--- src/rtl/reaction_game_ctrl.sv ---
// Reaction-time game controller.
// Round flow: IDLE -> WAIT (pseudo-random delay) -> GO (time the response) -> RESULT.
// A millisecond prescaler, a free-running 16-bit LFSR and a lowest-time register
// back the FSM. Every output comes straight from a register.
module reaction_game_ctrl #(
  parameter int MS_DIV       = 50000,
  parameter int MIN_DELAY_MS = 1000,
  parameter int MAX_MS       = 9999
) (
  input  logic        iCLK,
  input  logic        iRST,
  input  logic        start_btn,
  input  logic        react_btn,
  output logic [1:0]  state,
  output logic        new_hs,
  output logic        false_start,
  output logic        go_led,
  output logic [13:0] reaction_ms,
  output logic [13:0] highscore_ms
);

  localparam int CW = (MS_DIV > 1) ? $clog2(MS_DIV) : 1;
  localparam logic [CW-1:0] MS_LAST   = CW'(MS_DIV - 1);
  localparam logic [13:0]   MAX_VAL   = 14'(MAX_MS);
  localparam logic [15:0]   MIN_DELAY = 16'(MIN_DELAY_MS);
  localparam logic [15:0]   LFSR_SEED = 16'hACE1;

  typedef enum logic [1:0] {
    S_IDLE   = 2'd0,
    S_WAIT   = 2'd1,
    S_GO     = 2'd2,
    S_RESULT = 2'd3
  } state_t;

  state_t          state_reg, state_next;
  logic [CW-1:0]   ms_cnt_reg, ms_cnt_next;
  logic            ms_tick;
  logic [15:0]     lfsr_reg;
  logic            lfsr_fb;
  logic [15:0]     delay_reg, delay_next;
  logic [15:0]     elapsed_reg, elapsed_next;
  logic [13:0]     reaction_reg, reaction_next;
  logic [13:0]     hs_reg, hs_next;
  logic            new_hs_reg, new_hs_next;
  logic            fs_reg, fs_next;
  logic            go_led_reg, go_led_next;
  logic            changing;

  assign ms_tick  = (ms_cnt_reg == MS_LAST);
  assign lfsr_fb  = lfsr_reg[15] ^ lfsr_reg[13] ^ lfsr_reg[12] ^ lfsr_reg[10];
  assign changing = (state_next != state_reg);

  // LFSR runs every cycle, including IDLE, so the start moment picks the delay.
  always_ff @(posedge iCLK) begin
    if (iRST) begin
      lfsr_reg <= LFSR_SEED;
    end else begin
      lfsr_reg <= {lfsr_reg[14:0], lfsr_fb};
    end
  end

  // State register.
  always_ff @(posedge iCLK) begin
    if (iRST) begin
      state_reg <= S_IDLE;
    end else begin
      state_reg <= state_next;
    end
  end

  // Next-state logic; react always wins over a coincident tick or timeout.
  always_comb begin
    state_next = state_reg;
    case (state_reg)
      S_IDLE: begin
        if (start_btn) state_next = S_WAIT;
      end
      S_WAIT: begin
        if (react_btn) begin
          state_next = S_RESULT;
        end else if (ms_tick && ((elapsed_reg + 16'd1) >= delay_reg)) begin
          state_next = S_GO;
        end
      end
      S_GO: begin
        if (react_btn) begin
          state_next = S_RESULT;
        end else if (reaction_reg >= MAX_VAL) begin
          state_next = S_RESULT;
        end else if (ms_tick && ((reaction_reg + 14'd1) >= MAX_VAL)) begin
          state_next = S_RESULT;
        end
      end
      S_RESULT: begin
        if (start_btn) state_next = S_IDLE;
      end
      default: state_next = S_IDLE;
    endcase
  end

  // Datapath/output next values computed alongside the state decision.
  always_comb begin
    ms_cnt_next   = (changing || ms_tick) ? '0 : ms_cnt_reg + 1'b1;
    elapsed_next  = elapsed_reg;
    delay_next    = delay_reg;
    reaction_next = reaction_reg;
    hs_next       = hs_reg;
    new_hs_next   = new_hs_reg;
    fs_next       = fs_reg;
    go_led_next   = (state_next == S_GO);

    if (changing) begin
      elapsed_next = '0;
    end else if (state_reg == S_WAIT && ms_tick) begin
      elapsed_next = elapsed_reg + 16'd1;
    end

    case (state_reg)
      S_IDLE: begin
        if (start_btn) begin
          delay_next  = MIN_DELAY + {5'd0, lfsr_reg[10:0]};
          new_hs_next = 1'b0;
          fs_next     = 1'b0;
        end
      end
      S_WAIT: begin
        if (react_btn) begin
          fs_next     = 1'b1;
          new_hs_next = 1'b0;
        end else if (state_next == S_GO) begin
          reaction_next = '0;
        end
      end
      S_GO: begin
        if (react_btn) begin
          // Reaction time is frozen; a strictly lower time beats the record.
          if (reaction_reg < hs_reg) begin
            hs_next     = reaction_reg;
            new_hs_next = 1'b1;
          end else begin
            new_hs_next = 1'b0;
          end
        end else if (reaction_reg >= MAX_VAL) begin
          reaction_next = MAX_VAL;
          new_hs_next   = 1'b0;
        end else if (ms_tick) begin
          reaction_next = reaction_reg + 14'd1;
          if (state_next == S_RESULT) new_hs_next = 1'b0;
        end
      end
      S_RESULT: begin
        if (start_btn) begin
          new_hs_next = 1'b0;
          fs_next     = 1'b0;
        end
      end
      default: ;
    endcase
  end

  // Datapath and output registers.
  always_ff @(posedge iCLK) begin
    if (iRST) begin
      ms_cnt_reg   <= '0;
      elapsed_reg  <= '0;
      delay_reg    <= '0;
      reaction_reg <= '0;
      hs_reg       <= MAX_VAL;
      new_hs_reg   <= 1'b0;
      fs_reg       <= 1'b0;
      go_led_reg   <= 1'b0;
    end else begin
      ms_cnt_reg   <= ms_cnt_next;
      elapsed_reg  <= elapsed_next;
      delay_reg    <= delay_next;
      reaction_reg <= reaction_next;
      hs_reg       <= hs_next;
      new_hs_reg   <= new_hs_next;
      fs_reg       <= fs_next;
      go_led_reg   <= go_led_next;
    end
  end

  assign state        = state_reg;
  assign new_hs       = new_hs_reg;
  assign false_start  = fs_reg;
  assign go_led       = go_led_reg;
  assign reaction_ms  = reaction_reg;
  assign highscore_ms = hs_reg;

endmodule

--- config.mk ---
export PLATFORM = sky130hd
export DESIGN_NAME = reaction_game_ctrl
export DESIGN_NICKNAME = d
export VERILOG_FILES = /design/src/rtl/reaction_game_ctrl.sv
export SDC_FILE = /design/constraint.sdc
export NUM_CORES = 1
export LEC_CHECK = 0
export BUFFER_PORTS_ARGS = -buffer_cell sky130_fd_sc_hd__buf_2
export CAP_MARGIN = 20
export CORE_MARGIN = 10
export CORE_UTILIZATION = 55
export DETAILED_ROUTE_END_ITERATION = 8
export PLACE_DENSITY = 0.74
export SLEW_MARGIN = 20
export SYNTH_ARGS = -nofsm -noshare
export SYNTH_HDL_FRONTEND = slang
export SYNTH_SLANG_ARGS = --single-unit
--- constraint.sdc ---
create_clock -name iCLK -period 7.6 [get_ports iCLK]
set_input_delay 1.52 -clock iCLK [delete_from_list [all_inputs] [get_ports iCLK]]
set_output_delay 1.52 -clock iCLK [all_outputs]
set_load 0.02 [all_outputs]
Yosys cells after proc, flatten, opt, wreduce, memory -nomap -nowiden --
Index checks and enable logic that the tools add are counted.
Storage, ports and cells: output and inout port bits 33, register bits after elaboration 97, logic and storage cells 75
Operators by class: reduce and logical (&&, ||, !) cells 15, mux-type cells 24, $lt $le $gt $ge 4, bitwise operators 3, equal/unequal tests 15, add/subtract/negate cells 4
Operators by type and width (count):
- 2-to-1 mux 14 bit | 5
- adder 16 x 1 -> 16 bit (second input constant) | 2
- greater-or-equal comparator 14 bit (second input constant) | 2
- one-hot mux 14 bit (2 select lines) | 1
- == test 16 bit (second input constant) | 1
- greater-or-equal comparator 16 bit | 1
- adder 14 x 1 -> 14 bit (second input constant) | 1
- < comparator 14 bit | 1
- 2-to-1 mux 2 bit | 7
- adder 10 x 11 -> 12 bit (first input constant) | 1
- == test 2 bit (second input constant) | 4
- 2-to-1 mux 1 bit | 8
- inequality test 2 bit (second input constant) | 4
- inequality test 4 bit (second input constant) | 2
- one-hot mux 2 bit (4 select lines) | 1
- AND reduction 3 bit | 2
- OR reduction 2 bit | 3
- AND reduction 5 bit | 1
- AND reduction 4 bit | 1
- nonzero test 2 bit | 2
- logical AND 1 bit | 3
- inequality test 3 bit (second input constant) | 1
- one-hot mux 1 bit (3 select lines) | 1
- XOR 1 bit | 3
- other kinds (7) | 7

Logic depth before layout (Yosys ltp) --
Gate-level depths: netlist of the first run.
depth in word-level cells 13, gate-level depth with buffers 16, depth with buffers taken out 14

Least setup slack after synthesis of the first run --
OpenSTA, ideal clock, no wires.
path kind in2reg, from in react_btn, to reg reaction_reg[10], in the netlist reaction_ms[10], path buffers 2, library setup time 0.119 ns, path slack 4.100 ns, cell stages on the path 9, data arrival time 3.381 ns, path through clkbuf_1 > or3_1 > a211oi_1 > a211oi_2 > nor3_2 > o211ai_2 > and2_1 > buf_2 > o221a_2
On the way: longest elaborated chain between the ends 5, elaborated cells between the ends (all ways) 8, classes of those cells eq/ne (4); mux (3); reduce/logical (1)
RTL lines:
- from (decl) | RTL line 13 | input logic react_btn,
- 2-to-1 mux 2 bit (on tied branches) | RTL line 86, 79
- one-hot mux 2 bit (4 select lines) | RTL line 74 | case (state_reg)
- == test 2 bit | RTL line 130 | end else if (state_next == S_GO) begin
- inequality test 2 bit (no line)
- AND reduction 5 bit (no line) (*)
- to (signal assigned) | RTL line 176 | reaction_reg <= reaction_next;
- to (decl) | RTL line 42 | logic [13:0] reaction_reg, reaction_next;
Every way passes the cells marked *; elsewhere a longest branch is shown, timed or not. A chain may end at the register's enable or synchronous reset.

Worst setup path after layout of the first run --
from reg elapsed_reg[3], to reg reaction_reg[10], in the netlist reaction_ms[10]
On the way: longest elaborated chain between the ends 9
RTL lines:
- from (decl) | RTL line 41 | logic [15:0] elapsed_reg, elapsed_next;
- from (signal assigned) | RTL line 174 | elapsed_reg <= elapsed_next;
- adder 16 x 1 -> 16 bit | RTL line 81 | end else if (ms_tick && ((elapsed_reg + 16'd1) >= delay_reg)) begin
- greater-or-equal comparator 16 bit | RTL line 81
- logical AND 1 bit | RTL line 81
- 2-to-1 mux 2 bit | RTL line 81
- 2-to-1 mux 2 bit | RTL line 79 | if (react_btn) begin
- one-hot mux 2 bit (4 select lines) | RTL line 74
- == test 2 bit | RTL line 130
- inequality test 2 bit (no line)
- AND reduction 5 bit (no line)
No other way between the ends.

==> results of run 1 <==
-- cell usage after synthesis (4+ instances only) --
cell type,instances,area share
a211oi_1,8,0.011
nand2_1,60,0.043
a21oi_1,36,0.034
o311ai_0,6,0.010
ha_1,35,0.084
xnor2_1,26,0.043
a31oi_1,7,0.0084
nand2b_1,5,0.0060
and4_1,4,0.0067
o31ai_1,10,0.014
clkbuf_1,23,0.016
nor2b_1,13,0.016
xor2_1,29,0.048
dfxtp_1,93,0.36
o221a_2,6,0.013
nand3_1,23,0.022
nor2_1,69,0.049
buf_2,9,0.0086
or2_2,7,0.0084
and3_1,8,0.0095
nor4_1,8,0.0095
or3_1,4,0.0048
o211ai_1,11,0.016
a21o_1,9,0.013
nand4_1,14,0.017
nor3_1,13,0.012
mux2i_1,7,0.013
o21ai_0,12,0.011
inv_1,39,0.028
-- worst max-delay path, delay by kind of cell, from the launching register on --
family / cells / cell delay (ps)
AOI/OAI and AO/OA: 5 / 1710
xor gates and xnor gates: 1 / 160
adders and majority gates: 1 / 310
buffers and inverters: 1 / 100
DFF: 1 / 450
and+or+nand+nor: 6 / 1290
-- cell families after synthesis --
family | count (synthesis) | synth area share
AND/OR/NAND/NOR | 244 | 0.230
AO/OA/AOI/OAI | 123 | 0.164
flip-flops | 93 | 0.355
buffers and inverters | 79 | 0.0621
XOR/XNOR | 55 | 0.0919
adder cells (fa/ha/maj) | 35 | 0.0835
multiplexers | 7 | 0.0134
-- per-stage QoR --
| step | utilization | instances |
|---|---|---|
| final | 0.611 | 778 |
| after global routing | 0.611 | 778 |
| after CTS | 0.610 | 778 |
| after detailed placement | 0.586 | 762 |
| after global placement | 0.586 | 762 |
| after floorplan | - | 636 |
-- layer usage --
layer | part of all wire | vias to the layer above
met5 | 0 | -
met4 | 0.020 | 0
met3 | 0.054 | 23
met2 | 0.46 | 142
met1 | 0.46 | 2085
li1 | - | 2240
-- layout make-up --
type / count / area share
inverter: 40 / 0.0266
tap: 129 / 0.0286
multi-input combinational: 464 / 0.544
clock buffer: 10 / 0.0226
sequential: 93 / 0.330
timing repair buffer: 36 / 0.0319
clock inverter: 6 / 0.0166
-- worst min path at each step --
stage | endpoint | slack, ps
2_1_floorplan | lfsr_reg[15] | 390
3_3_place_gp | lfsr_reg[15] | 390
3_5_place_dp | lfsr_reg[15] | 400
4_1_cts | lfsr_reg[15] | 420
5_1_grt | lfsr_reg[15] | 430
6_report | lfsr_reg[15] | 420
-- power groups by stage --
stage	registers (mW)	logic, mW	clock network [mW]
after floorplan	0.547	0.203	0
after global placement	0.547	0.253	0
after detailed placement	0.547	0.262	0
after CTS	0.536	0.265	0.375
after global routing	0.540	0.298	0.396
final	0.536	0.266	0.365
-- layout by cell type (no fill, tap or decap), types with 4 or more instances in the layout --
cell,Yosys,routed
dfxtp_1,93,93
nor2_1,69,69
nand2_1,60,60
inv_1,39,39
buf_2,9,36
a21oi_1,36,35
ha_1,35,35
xor2_1,29,29
xnor2_1,26,26
nand3_1,23,23
nand4_1,14,14
nor3_1,13,13
nor2b_1,13,13
o21ai_0,12,12
o211ai_1,11,11
o31ai_1,10,10
a21o_1,9,9
clkbuf_8,0,9
nor4_1,8,8
and3_1,8,8
a211oi_1,8,8
a31oi_1,7,7
or2_2,7,7
mux2i_1,7,7
o311ai_0,6,6
o221a_2,6,6
nand2b_1,5,5
or3_1,4,4
and4_1,4,4
==> results.md, run 1 <==
- Placeable Area: 9240 um^2
- Outcome: complete, no violations
- Initial antenna violation count: 0
- Largest net degree at the start of global routing: 42
- DR iter-0 viols: between 300 and 400
- Grt total ovfl: 0
- Top cell by count, worst path: nand3_1
- Min cycle time layout: just over 4000 ps
- Final Wtd Congestion: between 0.9 and 1
- Period utilisation layout: 0.543
- Clk sinks: between 90 and 100
- Post-synth EDFFs: 0
- Nets@finish: 683
- TritonCTS clock tree: done
- Via count: around 4500
- Multi-input logic area: a little over 3000 um^2
- Total power: ~1.2 mW
- Crit path capture type: register
- Mapped Area: 5240 um^2
- Least-Margin Pin Slew: approximately 1100 ps
- Sequential cell area: 1860 um^2
- Worst path arrival time: between 4000 and 5000 ps
- # Post-CTS Setup Buffers: 0
- CTS Root Buffer Type: clkbuf_8
- Die Ht: 118 um
- Cells after Synth: ~640
- Vias in the first global route: 4299
- Grt met2 use: 0.274
- Die width: 118 um
- Port Buf Inserts: 36
- Cells along the critical path: nand4_1 > nor2_1 > nand3_1 > inv_1 > nand3_1 > xnor2_1 > ha_1 > nand3_1 > o41ai_1 > o31ai_1 > a21boi_1 > o211ai_2 > and2_1 > o221a_2
- Global-route wire length before repair: between 20000 and 25000 um
- CP startpoint: elapsed_reg[3]
- Syn Area/Cell: roughly 8 um^2
- CTS Buffer Depth: 2
- Reg2reg start: elapsed_reg[3]
- CP endpoint: reaction_ms[10]
- Max-slew violation count: 0
- H-tree lvl count: 3
- # rows: 35
- Synth cell types: 54
- Yosys warns: 0
- CP max stage delay: between 400 and 500 ps
- Sequential area share after synthesis: 0.355
- Hold Crit Class: reg2reg
- Post-CTS sizing: 0
- Clock skew: 8.79 ps
- Slowest cell on the critical path: dfxtp_1
- Routed Antenna Nets: 0
- Hold Slack: approximately 420 ps
- Reg2Reg Depth: 14
- Net Sw Frac: 0.328
- Clk slew on worst S/H paths: 90 ps
- Hold Violations, Final: 0
- Max-Cap Viols: 0
- Hold Crit Depth: 1
- Worst rel slew slack: 0.250
- Via/cell ratio: roughly 5.8
- TritonRoute pass-1 iters: 7
- Final Cell Area: between 5000 and 6000 um^2
- PwrDens: a little over 200 nW/um^2
- M1 GR Usage: 0.232
- Leak: 2.28 nW
- HPWL Detailed: around 8800 um
- Setup-failing EPs final: 0
- Cts bufs inserted: 9
- Post-DP Area: roughly 5400 um^2
- Reg2reg setup slack: around 3500 ps
- Met3 Track Usage GR: 0.0331
- Hold Crit Start: lfsr_reg[14]
- FF-to-FF End: reaction_ms[10]
- Routed WL per cell: ~15 um
- Pint: approximately 0.8 mW
- F_max: about 240 MHz
- Cts hold-fix bufs: 0
- CP Class: reg2reg
- Post-route DRC: 0
- Gate power share: 0.228
- Die area: ~14000 um^2
- Worst slack, placed: between 3000 and 4000 ps
- Synth Flop Type: dfxtp_1
- Setup Total Neg Slack: 0 ps
- Setup WS post-layout: ~3500 ps
- Clock power share: 0.313
- GR peak layer: met2
- Share of power burned in registers: 0.459
- Fillcell total: between 800 and 900
- CP Data Required Time: between 7000 and 8000 ps
- Critical-path maximum fanout: 12
- Worst Setup Start Kind: register
- Worst vdd ir: roughly 0.12 mV
- Initial Util: 0.567
- IO Pins: 37
- Ant diodes: 0
- Post-Route WL: around 12000 um
- GRT Total Usage: 0.173
- Asr flop ratio synth: 0
- Syn Nets: between 600 and 700
- Synthesized flop and latch total: between 90 and 100
- Layout cells sized above 1: 0.109
- Worst skew pair latency: about 360 ps
- RSZ-0062 raised after global routing: no
- Area growth, synth to finish: 7.61%
- Psw: 0.382 mW
No activity file was read; power rests on OpenSTA's default activity.
==> run 2, diff against run 1 <==
- clock period: 7.6 -> 4.3 ns (I/O delays scaled with it)
==> results.md, run 2 (same netlist as run 1, synthesis figures left out) <==
- Worst vdd ir: 0.227 mV (+86%)
- CP Buf/Inv Count: 1 (unchanged)
- Top cell by count, worst path: nand3_1
- Global-route wire length before repair: 20300 um (-2.8%)
- Cells along the critical path: nand4_1 > nor2_1 > nand3_1 > inv_1 > nand3_1 > xnor2_1 > ha_1 > nand3_1 > o41ai_1 > o31ai_1 > a21boi_2 > o211ai_2 > a211o_1 > o31ai_1
- Placeable Area: 9240 um^2 (unchanged)
- # rows: 35 (unchanged)
- Cts bufs inserted: 9 (unchanged)
- Grt total ovfl: 0 (unchanged)
- CTS Buffer Depth: 2 (unchanged)
- Final Wtd Congestion: 0.954 (+0.86%)
- PwrDens: 352 nW/um^2 (+70%)
- Max-slew violation count: 0 (unchanged)
- Layout cells sized above 1: 0.122 (+0.0126)
- Min cycle time layout: 3980 ps (-142 ps)
- Clk slew on worst S/H paths: 110 ps (+20 ps)
- TritonCTS clock tree: done
- Period utilisation layout: 0.926 (+0.383)
- Critical-path maximum fanout: 12 (unchanged)
- # Post-CTS Setup Buffers: 0 (unchanged)
- Post-route DRC: 0 (unchanged)
- H-tree lvl count: 3 (unchanged)
- Clock skew: 13.9 ps (+5.12 ps)
- Crit path capture type: register
- HPWL Detailed: 8660 um (-1.3%)
- Die width: 118 um (unchanged)
- Area growth, synth to finish: 7.95%
- Worst path arrival time: 4260 ps (-110 ps)
- F_max: 251 MHz (+3.6%)
- Nets@finish: 690 (+1.0%)
- Cts hold-fix bufs: 0 (unchanged)
- Routed WL per cell: 15.0 um (-3.1%)
- Worst Setup Start Kind: register
- Initial antenna violation count: 0 (unchanged)
- Setup Total Neg Slack: 0 ps (unchanged)
- Least-Margin Pin Slew: 799 ps (-316 ps)
- Port Buf Inserts: 36 (unchanged)
- Slowest cell on the critical path: o41ai_1
- Ant diodes: 0 (unchanged)
- Outcome: complete, no violations
- DR iter-0 viols: 333 (-2.9%)
- Max-Cap Viols: 0 (unchanged)
- Most frequent cells in the layout: dfxtp_1 (93), nor2_1 (69), nand2_1 (60)
- Via count: 4460 (-0.67%)
- Hold Crit Class: reg2reg
- TritonRoute pass-1 iters: 5 (-2)
- Total power: 1.99 mW (+71%)
- Hold Violations, Final: 0 (unchanged)
- Vias in the first global route: 4173 (-2.9%)
- Largest net degree at the start of global routing: 42 (unchanged)
- Setup-failing EPs final: 0 (unchanged)
- Most common cell after layout, fill and taps aside: dfxtp_1
- Post-CTS sizing: 0 (unchanged)
- GRT Total Usage: 0.168 (-0.00497)
- Leak: 2.31 nW (+1.1%)
- Reg2reg setup slack: 320 ps (-3160 ps)
- Clk sinks: 93 (unchanged)
- Worst skew pair latency: 370 ps (about the same)
- Worst rel slew slack: 0.467 (+0.217)
- Initial Util: 0.567 (unchanged)
- Reg2reg start: elapsed_reg[3]
- CP Class: reg2reg
- CP Data Required Time: 4570 ps (-3280 ps)
- Via/cell ratio: 5.68 (-1.6%)
- IO Pins: 37 (unchanged)
- RSZ-0062 raised after global routing: no
- Die area: 13800 um^2 (unchanged)
- CTS Root Buffer Type: clkbuf_8
- Delay-heaviest family, CP: compound AO/OA/AOI/OAI gates
- CP max stage delay: 520 ps (+70 ps)
- Die Ht: 118 um (unchanged)
- Post-Route WL: 11800 um (-2.3%)
- CP startpoint: elapsed_reg[3]
- Hold Crit Start: lfsr_reg[14]
- Routed Antenna Nets: 0 (unchanged)
[run 2: changes by cell type in the layout (fill, tap and decap cells not counted)]
| cell | previous run | this run |
|---|---|---|
| inv_8 | 0 | 2 |
| a21oi_4 | 1 | 0 |
| buf_4 | 0 | 7 |
| bufinv_16 | 2 | 0 |
| a21oi_2 | 0 | 1 |
| clkinvlp_4 | 1 | 0 |
| clkinv_4 | 1 | 3 |
| clkbuf_1 | 1 | 0 |
| a21boi_2 | 0 | 1 |
| a21boi_1 | 1 | 0 |
[run 2: layer usage]
layer / wire length [um] / up-vias / track usage
met2: 5280 / 133 / 0.261
li1: - / 2240 / -
met4: 160 / 0 / 0.0510
met3: 699 / 18 / 0.0341
met5: 0 / - / 0
met1: 5620 / 2069 / 0.229
[run 2: final cells by class]
type                            count  area, um^2
Fill cell                         819        3580
Multi-Input combinational cell    464        3060
Sequential cell                    93        1860
Timing Repair Buffer               43         233
Tap cell                          129         161
Inverter                           40         150
Clock buffer                        9         124
Clock inverter                      7        66.3
[run 2: report_power, final]
part | total [mW] | leakage, nW | internal (mW) | switching, mW
sequential | 0.947 | 0.757 | 0.908 | 0.0385
clock | 0.564 | 0.0982 | 0.226 | 0.339
combinational | 0.480 | 1.45 | 0.151 | 0.329
total | 1.99 | 2.31 | 1.29 | 0.706
[run 2: path summary, 6_finish.rpt]
| path | cells after the start | end |
|---|---|---|
| worst max-delay path | 14 | reaction_ms[6] |
| worst min-delay path | 1 | lfsr_reg[15] |
| worst max register to register | 14 | reaction_ms[6] |
| worst min register to register | 1 | lfsr_reg[15] |
[run 2: metrics by stage]
step / utilization / std cells / hold slack (ps) / worst slack (ps) / cell area, um^2
floorplan: - / 636 / 389 / 955 / 5240
global placement: 0.591 / 769 / 394 / 558 / 5470
detailed placement: 0.591 / 769 / 422 / 297 / 5470
CTS: 0.612 / 785 / 444 / 224 / 5660
global route: 0.612 / 785 / 469 / 12.8 / 5660
finish: 0.612 / 785 / 443 / 319 / 5660
